$ cat src/rtl/alu_exec_unit_pkg.sv
// Shared encodings for the ALU execute stage: alu_op classes, funct fields and
// the 5-bit alu_ctrl operation codes, plus the control decode function.
package alu_exec_unit_pkg;

    localparam int unsigned WIDTH_FIXED = 32;

    typedef enum logic [1:0] {
        ALUOP_ADD   = 2'b00,
        ALUOP_SUB   = 2'b01,
        ALUOP_RTYPE = 2'b10,
        ALUOP_OR    = 2'b11
    } alu_op_e;

    typedef enum logic [4:0] {
        ALU_ADD  = 5'd0,
        ALU_ADDU = 5'd1,
        ALU_SUB  = 5'd2,
        ALU_SUBU = 5'd3,
        ALU_AND  = 5'd4,
        ALU_OR   = 5'd5,
        ALU_XOR  = 5'd6,
        ALU_NOR  = 5'd7,
        ALU_SLT  = 5'd8,
        ALU_SLTU = 5'd9,
        ALU_SLL  = 5'd10,
        ALU_SRL  = 5'd11,
        ALU_SRA  = 5'd12,
        ALU_SLLV = 5'd13,
        ALU_SRLV = 5'd14,
        ALU_SRAV = 5'd15
    } alu_ctrl_e;

    localparam logic [5:0] FUNCT_SLL  = 6'h00;
    localparam logic [5:0] FUNCT_SRL  = 6'h02;
    localparam logic [5:0] FUNCT_SRA  = 6'h03;
    localparam logic [5:0] FUNCT_SLLV = 6'h04;
    localparam logic [5:0] FUNCT_SRLV = 6'h06;
    localparam logic [5:0] FUNCT_SRAV = 6'h07;
    localparam logic [5:0] FUNCT_JR   = 6'h08;
    localparam logic [5:0] FUNCT_ADD  = 6'h20;
    localparam logic [5:0] FUNCT_ADDU = 6'h21;
    localparam logic [5:0] FUNCT_SUB  = 6'h22;
    localparam logic [5:0] FUNCT_SUBU = 6'h23;
    localparam logic [5:0] FUNCT_AND  = 6'h24;
    localparam logic [5:0] FUNCT_OR   = 6'h25;
    localparam logic [5:0] FUNCT_XOR  = 6'h26;
    localparam logic [5:0] FUNCT_NOR  = 6'h27;
    localparam logic [5:0] FUNCT_SLT  = 6'h2A;
    localparam logic [5:0] FUNCT_SLTU = 6'h2B;

    typedef struct packed {
        logic [4:0] alu_ctrl;
        logic       jump_register;
    } decode_t;

    // jr is executed as ADD so the register value flows through unchanged logic.
    function automatic decode_t decode_ctrl(input logic [1:0] alu_op, input logic [5:0] funct);
        decode_t d;
        d.alu_ctrl      = ALU_ADD;
        d.jump_register = 1'b0;
        case (alu_op)
            ALUOP_ADD: d.alu_ctrl = ALU_ADD;
            ALUOP_SUB: d.alu_ctrl = ALU_SUB;
            ALUOP_OR:  d.alu_ctrl = ALU_OR;
            ALUOP_RTYPE: begin
                case (funct)
                    FUNCT_ADD:  d.alu_ctrl = ALU_ADD;
                    FUNCT_ADDU: d.alu_ctrl = ALU_ADDU;
                    FUNCT_SUB:  d.alu_ctrl = ALU_SUB;
                    FUNCT_SUBU: d.alu_ctrl = ALU_SUBU;
                    FUNCT_AND:  d.alu_ctrl = ALU_AND;
                    FUNCT_OR:   d.alu_ctrl = ALU_OR;
                    FUNCT_XOR:  d.alu_ctrl = ALU_XOR;
                    FUNCT_NOR:  d.alu_ctrl = ALU_NOR;
                    FUNCT_SLT:  d.alu_ctrl = ALU_SLT;
                    FUNCT_SLTU: d.alu_ctrl = ALU_SLTU;
                    FUNCT_SLL:  d.alu_ctrl = ALU_SLL;
                    FUNCT_SRL:  d.alu_ctrl = ALU_SRL;
                    FUNCT_SRA:  d.alu_ctrl = ALU_SRA;
                    FUNCT_SLLV: d.alu_ctrl = ALU_SLLV;
                    FUNCT_SRLV: d.alu_ctrl = ALU_SRLV;
                    FUNCT_SRAV: d.alu_ctrl = ALU_SRAV;
                    FUNCT_JR: begin
                        d.alu_ctrl      = ALU_ADD;
                        d.jump_register = 1'b1;
                    end
                    default: d.alu_ctrl = ALU_ADD;
                endcase
            end
            default: d.alu_ctrl = ALU_ADD;
        endcase
        return d;
    endfunction

endpackage

$ cat src/rtl/alu_exec_unit_alu_core.sv
// Purely combinational ALU datapath: arithmetic, logic, compares and shifts
// selected by the decoded 5-bit alu_ctrl code.
module alu_core
    import alu_exec_unit_pkg::*;
(
    input  logic [4:0]  alu_ctrl,
    input  logic [31:0] src_a,
    input  logic [31:0] src_b,
    input  logic [4:0]  shamt,
    output logic [31:0] result
);

    logic [4:0] var_sh_s;
    assign var_sh_s = src_a[4:0];

    // Operation select; signed and unsigned add/sub share the same wrapping adder.
    always_comb begin
        result = 32'd0;
        case (alu_ctrl)
            ALU_ADD, ALU_ADDU: result = src_a + src_b;
            ALU_SUB, ALU_SUBU: result = src_a - src_b;
            ALU_AND:  result = src_a & src_b;
            ALU_OR:   result = src_a | src_b;
            ALU_XOR:  result = src_a ^ src_b;
            ALU_NOR:  result = ~(src_a | src_b);
            ALU_SLT:  result = {31'd0, ($signed(src_a) < $signed(src_b))};
            ALU_SLTU: result = {31'd0, (src_a < src_b)};
            ALU_SLL:  result = src_b << shamt;
            ALU_SRL:  result = src_b >> shamt;
            ALU_SRA:  result = $unsigned($signed(src_b) >>> shamt);
            ALU_SLLV: result = src_b << var_sh_s;
            ALU_SRLV: result = src_b >> var_sh_s;
            ALU_SRAV: result = $unsigned($signed(src_b) >>> var_sh_s);
            default:  result = 32'd0;
        endcase
    end

endmodule

$ cat src/rtl/alu_exec_unit.sv
// Execute stage: control decode, ALU, PC incrementer and branch-target adder,
// with every output registered one cycle after the inputs.
module alu_exec_unit
    import alu_exec_unit_pkg::*;
#(
    parameter int WIDTH = 32
) (
    input  logic              clk,
    input  logic              rst_n,
    input  logic [1:0]        alu_op,
    input  logic [5:0]        funct,
    input  logic [4:0]        shamt,
    input  logic [WIDTH-1:0]  src_a,
    input  logic [WIDTH-1:0]  src_b,
    input  logic [WIDTH-1:0]  pc,
    input  logic [15:0]       imm,
    output logic [4:0]        alu_ctrl,
    output logic              jump_register,
    output logic [WIDTH-1:0]  alu_result,
    output logic              zero,
    output logic [WIDTH-1:0]  pc_plus4,
    output logic [WIDTH-1:0]  branch_target
);

    decode_t     dec_s;
    logic [31:0] result_s;
    logic [31:0] pc_plus4_s;
    logic [31:0] branch_off_s;
    logic [31:0] branch_target_s;

    assign dec_s           = decode_ctrl(alu_op, funct);
    assign pc_plus4_s      = pc + 32'd4;
    assign branch_off_s    = {{14{imm[15]}}, imm, 2'b00};
    assign branch_target_s = pc_plus4_s + branch_off_s;

    alu_core u_alu_core (
        .alu_ctrl (dec_s.alu_ctrl),
        .src_a    (src_a),
        .src_b    (src_b),
        .shamt    (shamt),
        .result   (result_s)
    );

    // Output register; zero is taken from the same-cycle result so it aligns with alu_result.
    always_ff @(posedge clk or negedge rst_n) begin
        if (!rst_n) begin
            alu_ctrl      <= 5'd0;
            jump_register <= 1'b0;
            alu_result    <= 32'd0;
            zero          <= 1'b0;
            pc_plus4      <= 32'd0;
            branch_target <= 32'd0;
        end else begin
            alu_ctrl      <= dec_s.alu_ctrl;
            jump_register <= dec_s.jump_register;
            alu_result    <= result_s;
            zero          <= (result_s == 32'd0);
            pc_plus4      <= pc_plus4_s;
            branch_target <= branch_target_s;
        end
    end

endmodule

$ cat config.mk
export PLATFORM = sky130hd
export DESIGN_NAME = alu_exec_unit
export DESIGN_NICKNAME = d
export VERILOG_FILES = /design/src/rtl/alu_exec_unit_pkg.sv /design/src/rtl/alu_exec_unit_alu_core.sv /design/src/rtl/alu_exec_unit.sv
export SDC_FILE = /design/constraint.sdc
export NUM_CORES = 1
export LEC_CHECK = 0
export CORE_MARGIN = 3
export CORE_UTILIZATION = 54
export CTS_CLUSTER_SIZE = 30
export DETAILED_ROUTE_END_ITERATION = 10
export DONT_BUFFER_PORTS = 1
export PLACE_DENSITY_LB_ADDON = 0.3
export SYNTH_ARGS = -nofsm -noshare
export SYNTH_HDL_FRONTEND = slang
export SYNTH_SLANG_ARGS = --single-unit
export TNS_END_PERCENT = 10
$ cat constraint.sdc
create_clock -name clk -period 1.4 [get_ports clk]
set_input_delay 0.28 -clock clk [delete_from_list [all_inputs] [get_ports clk]]
set_output_delay 0.28 -clock clk [all_outputs]
set_load 0.03 [all_outputs]
==> results of run 1 <==
==> cells by family after synthesis <==
group / count (synthesis)
simple gates: 789
compound gates: 904
fa+ha+maj: 129
xor+xnor: 69
mux: 94
buf+inv: 287
flops: 100
other cells: 1
==> per-layer routing <==
layer	track usage, %	GRT overflow
met5	19.86	0
met4	59.87	24
met3	52.14	1
met2	81.25	16
met1	65.57	0
==> synthesized netlist by cell type (16+ instances only) <==
master,n
nand2_1,307
nor2_1,187
o21ai_0,151
a21oi_1,149
ha_1,126
a211oi_1,124
clkbuf_1,112
dfrtp_1,100
inv_1,98
nand3_1,78
mux2i_1,74
a22oi_1,61
nor3_1,60
o211ai_1,58
xnor2_1,48
a311oi_1,35
buf_2,34
a221oi_1,33
a21o_1,24
a221o_1,23
o22ai_1,22
o221ai_1,21
xor2_1,21
a31oi_1,20
and3_1,19
nand4_1,18
buf_4,16
nor4_1,16
==> per-stage QoR <==
stage	setup TNS, ps	setup slack [ps]	cell area, µm²
2_1_floorplan	-96000	-2461	17530
3_3_place_gp	-119920	-2847	23680
3_5_place_dp	-128220	-2921	23680
4_1_cts	-82950	-2330	25160
==> repair_timing <==
action,CTS
endpoints found under the hold margin,102
cloned,1
resized for setup,185
endpoints found under the setup margin,74
buffers inserted,36
hold buffers,2
pin swaps,90
==> key figures, run 1 <==
Global routing
  • Number of global-route vias before repair: 28260
  • Global-route wire length before repair: 169600 µm
  • Total track usage: 65.04%
  • Largest net degree at the start of global routing: 101
  • Total gr overflow: 41

Synth
  • Post-synthesis area per instance: 7.236 µm²
  • Cell taking the most area after synthesis: dfrtp_1
  • Largest cells by area after synthesis: dfrtp_1 15%, ha_1 9.2%, nand2_1 6.7%, a211oi_1 5.4%, o21ai_0 4.4%
  • Synthesized net count: 2629
  • Synth Area in Compound Gates: 37.68%
  • Syn Std Cell Area: 17170 µm²
  • Yosys cell types: 111
  • Xor/xnor share of the synthesized area: 3.520%
  • Post-synth EDFFs: 0
  • Post-synth top area share: 14.57%
  • #FFs+latches synth: 100
  • Prevailing post-synth register cell: dfrtp_1
  • Multiplexer area fraction after synthesis: 6.085%
  • Post-Synth Adder-Cell Area: 9.531%
  • Largest family of logic cells by synthesized area: compound AO/OA/AOI/OAI gates
  • Post-synthesis async set-or-reset flop share: 100.0%
  • Cells after Synth: 2373
  • Sequential share of the synthesized area: 14.57%
  • Ys Warns: 0
  • Post-Synth Simple-Gate Area: 21.40%

Placement
  • Post-DP HPWL: 72890 µm
  • Gpl congestion: 1.298
  • Cells after DPL: 3422
  • Buffers added on ports: 0

Clock network
  • Total CTS buffers: 9
  • Clk buf depth: 2
  • Num Clock Sinks: 100
  • H-tree depth: 3
  • Clk Tree Root Cell: clkbuf_16

Outcome
  • Status: did not finish
  • Stage reached: 5_1_grt
  • Halt Reason: [ERROR GRT-0116] Global routing finished with congestion. Check the congestion regions in the DRC Viewer.

Floorplanning
  • Initial core utilization: 55.41%
  • Die Y: 184.3 µm
  • Cell Rows: 64
  • Die X-Extent: 184.3 µm
  • I/O pins: 230
==> inputs of run 2 (changes only) <==
--- a/config.mk
+++ b/config.mk
@@ -6,11 +6,10 @@
 export NUM_CORES = 1
 export LEC_CHECK = 0
 export CORE_MARGIN = 3
-export CORE_UTILIZATION = 54
-export CTS_CLUSTER_SIZE = 30
+export CORE_UTILIZATION = 39
 export DETAILED_ROUTE_END_ITERATION = 10
 export DONT_BUFFER_PORTS = 1
-export PLACE_DENSITY_LB_ADDON = 0.3
+export PLACE_DENSITY_LB_ADDON = 0.15
 export SYNTH_ARGS = -nofsm -noshare
 export SYNTH_HDL_FRONTEND = slang
 export SYNTH_SLANG_ARGS = --single-unit
==> run 2 against run 1 <==
Against the previous run: the flow now finishes, with violations (negative hold slack, negative setup slack); area after synthesis stayed put; synthesized cell count stayed put.
==> key figures, run 2 <==
STA
  • Worst hold slack: -455.1 ps
  • Hold Fails Final Rpt: 108
  • Final worst-path cycle share: 281.8%
  • Max Freq: 0.2535 GHz
  • Max Transition Viols Final: 0
  • Max-slew headroom: 53.80%
  • Fin crit period: 3945 ps
  • Finish-stage setup viols: 67
  • Final worst slack: -2545 ps
  • Worst-Margin Slew: 690.4 ps
  • RSZ-0062 raised after global routing: true

Run
  • Max-cap violations: 0

Global routing
  • Total track usage: 43.30%
  • Global-route wire length before repair: 152100 µm
  • Total gr overflow: 0
  • GR met3 Demand/Resource: 11.95%
  • Global route hottest layer: met2
  • Number of global-route vias before repair: 23250
  • Initial antenna violation count: 3
  • Met1 GRT Util: 55.87%
  • GRT met2 Usage: 64.26%
  • Largest net degree at the start of global routing: 101

Layout
  • Biggest regs: alu_result x32, branch_target x32, pc_plus4 x30
  • Final-stage net count: 3410
  • Commonest non-fill, non-tap cell in the layout: buf_4
  • Share of cells above drive strength 1: 41.53%
  • Area Growth Syn to Fin: 57.97%
  • Most frequent cells in the layout: 855 x buf_4, 298 x nand2_1, 169 x nor2_1, 124 x a21oi_1, 116 x ha_1

Critical path
  • Critical path type: input pin to register
  • Crit path required time: 1750 ps
  • Crit path DAT: 4290 ps
  • CP Max Fanout: 11
  • Setup crit end kind: register
  • Startpoint Class: input pin

Synth
  • Largest cells by area after synthesis: dfrtp_1 15%, ha_1 9.2%, nand2_1 6.7%, a211oi_1 5.4%, o21ai_0 4.4% (unchanged)
  • Ys Warns: 0 (unchanged)
  • Count leader, synth: nand2_1 (unchanged)
  • Cells after Synth: 2373 (unchanged)
  • Cell taking the most area after synthesis: dfrtp_1 (unchanged)
  • Post-synth EDFFs: 0 (unchanged)
  • Prevailing post-synth register cell: dfrtp_1 (unchanged)
  • Syn Std Cell Area: 17170 µm² (unchanged)
  • Most common library cells after synthesis: 307 x nand2_1, 187 x nor2_1, 151 x o21ai_0, 149 x a21oi_1, 126 x ha_1 (unchanged)
  • Synthesized net count: 2629 (unchanged)
  • Sequential share of the synthesized area: 14.57% (unchanged)
  • #FFs+latches synth: 100 (unchanged)
  • Yosys cell types: 111 (unchanged)
  • Post-synthesis async set-or-reset flop share: 100.0% (unchanged)
  • Post-synth top area share: 14.57% (unchanged)
  • Post-synthesis area per instance: 7.236 µm² (unchanged)

Floorplanning
  • Die X-Extent: 215.8 µm (was 184.3 µm)
  • Core area: 43270 µm²
  • Area of the die: 46580 µm²
  • Initial core utilization: 39.68% (was 55.41%)
  • Cell Rows: 76 (was 64)
  • I/O pins: 230 (unchanged)
  • Die Y: 215.8 µm (was 184.3 µm)

Placement
  • Buffers added on ports: 0 (unchanged)
  • Post-DP HPWL: 85260 µm (was 72890 µm)
  • Gpl congestion: 1.080 (was 1.298)
  • Worst slack at placement: -3126 ps (was -2921 ps)

Pwr
  • Pwr dens: 633.8 nW/µm²
  • Internal Power: 9.287 mW
  • Share of power burned in registers: 26.0%
  • P_sw: 7.904 mW
  • Leak Pwr: 12.03 nW
  • Sw frac: 45.98%
  • Clock Power Share: 16.4%
  • Combinational Power Share: 57.6%
  • Worst IR Drop VDD: 0.0005655 V

Clock network
  • CTS tree: built
  • Clk buf depth: 2 (unchanged)
  • H-tree depth: 3 (unchanged)
  • Clock Pin Slew Worst Setup and Hold Paths: 110 ps
  • Total CTS buffers: 9 (unchanged)
  • Clk Tree Root Cell: clkbuf_16 (unchanged)
  • Num Clock Sinks: 100 (unchanged)

Route
  • Routed WL per cell: 28.52 µm
  • 1st-iter DRT viols: 2984
  • DRC viols: 0
  • Drt first pass iters: 8
  • Vias: 24270
  • ANT nets after route: 0
  • Via density: 6.479
  • Routed WL: 106800 µm

Hold path
  • HP Class: input pin to async pin

Outcome
  • Failing checks: negative hold slack, negative setup slack
  • Status: complete, but fails checks (was did not finish)
[run 2: layout make-up]
| class | count | area, µm² |
|---|---|---|
| sequential | 100 | 2502 |
| fill | 3861 | 16140 |
| timing repair buffer | 953 | 7782 |
| multi-input combinational | 1986 | 15390 |
| clock inverter | 7 | 81.33 |
| antenna | 2 | 5.005 |
| clock buffer | 9 | 225.2 |
| inverter | 104 | 404.1 |
| tap | 585 | 732.0 |
[run 2: logic make-up after synthesis]
| family | synth area share (%) |
|---|---|
| AOI/OAI and AO/OA | 37.68 |
| and+or+nand+nor | 21.40 |
| buffers and inverters | 7.185 |
| adders and majority gates | 9.531 |
| DFF | 14.57 |
| muxes | 6.085 |
| xor gates and xnor gates | 3.520 |
| other | 0.02184 |
[run 2: power by group through the flow]
stage	Clock [mW]	Sequential, mW	Combinational (mW)
finish	2.82	4.47	9.89
global route	2.95	4.51	10.3
detailed placement	0	4.54	8.46
CTS	2.84	4.48	8.94
global placement	0	4.53	8.37
floorplan	0	4.44	4.26
[run 2: repair_timing]
| item | CTS | global route |
|---|---|---|
| gates cloned | 0 | 3 |
| pin swaps | 73 | 93 |
| hold buffers | 10 | 1 |
| gates resized for setup | 182 | 233 |
| setup buffers | 31 | 56 |
| hold endpoints to repair | 122 | 110 |
| endpoints found under the setup margin | 72 | 71 |
[run 2: path summary, 6_finish.rpt]
kind	start	endpoint	slack, ps
setup / recovery	funct[4]	zero	-2550
hold / removal	rst_n	alu_result[0]	-460
max in group asynchronous	rst_n	branch_target[24]	1640
min in group clk	pc[25]	pc_plus4[25]	-20
[run 2: layer usage]
metal / up-vias / part of all wire [%]
li1: 10560 / -
met1: 11590 / 39
met2: 1704 / 41
met3: 407 / 12
met4: 4 / 7.8
met5: - / 0.025
[run 2: worst max-delay path: stages]
cell and delay (ps):
or4_4 550, o211a_4 180, a211oi_4 240, buf_4 160, buf_12 140, buf_6 120
a21oi_4 80, buf_4 170, nor2_2 140, buf_4 150, nand2_1 40, a31oi_1 180
buf_4 210, buf_4 150, nand2_1 80, a41oi_2 240, o211ai_1 220, a2111oi_2 320
buf_4 150, and4_1 210, nand4_1 120, nor3b_2 160
[run 2: stage by stage]
stage	power [mW]	std cells	TNS, ps	util, %	area (µm²)
CTS	16.27	3692	-83430	59.07	25560
floorplan	8.702	2373	-96000	-	17530
global placement	12.90	3636	-128250	55.62	24060
detailed placement	13.00	3636	-131900	55.62	24060
global route	17.81	3744	-94900	62.68	27120
finish	17.19	3746	-89310	62.69	27120
Power figures use the tool's default switching activity.
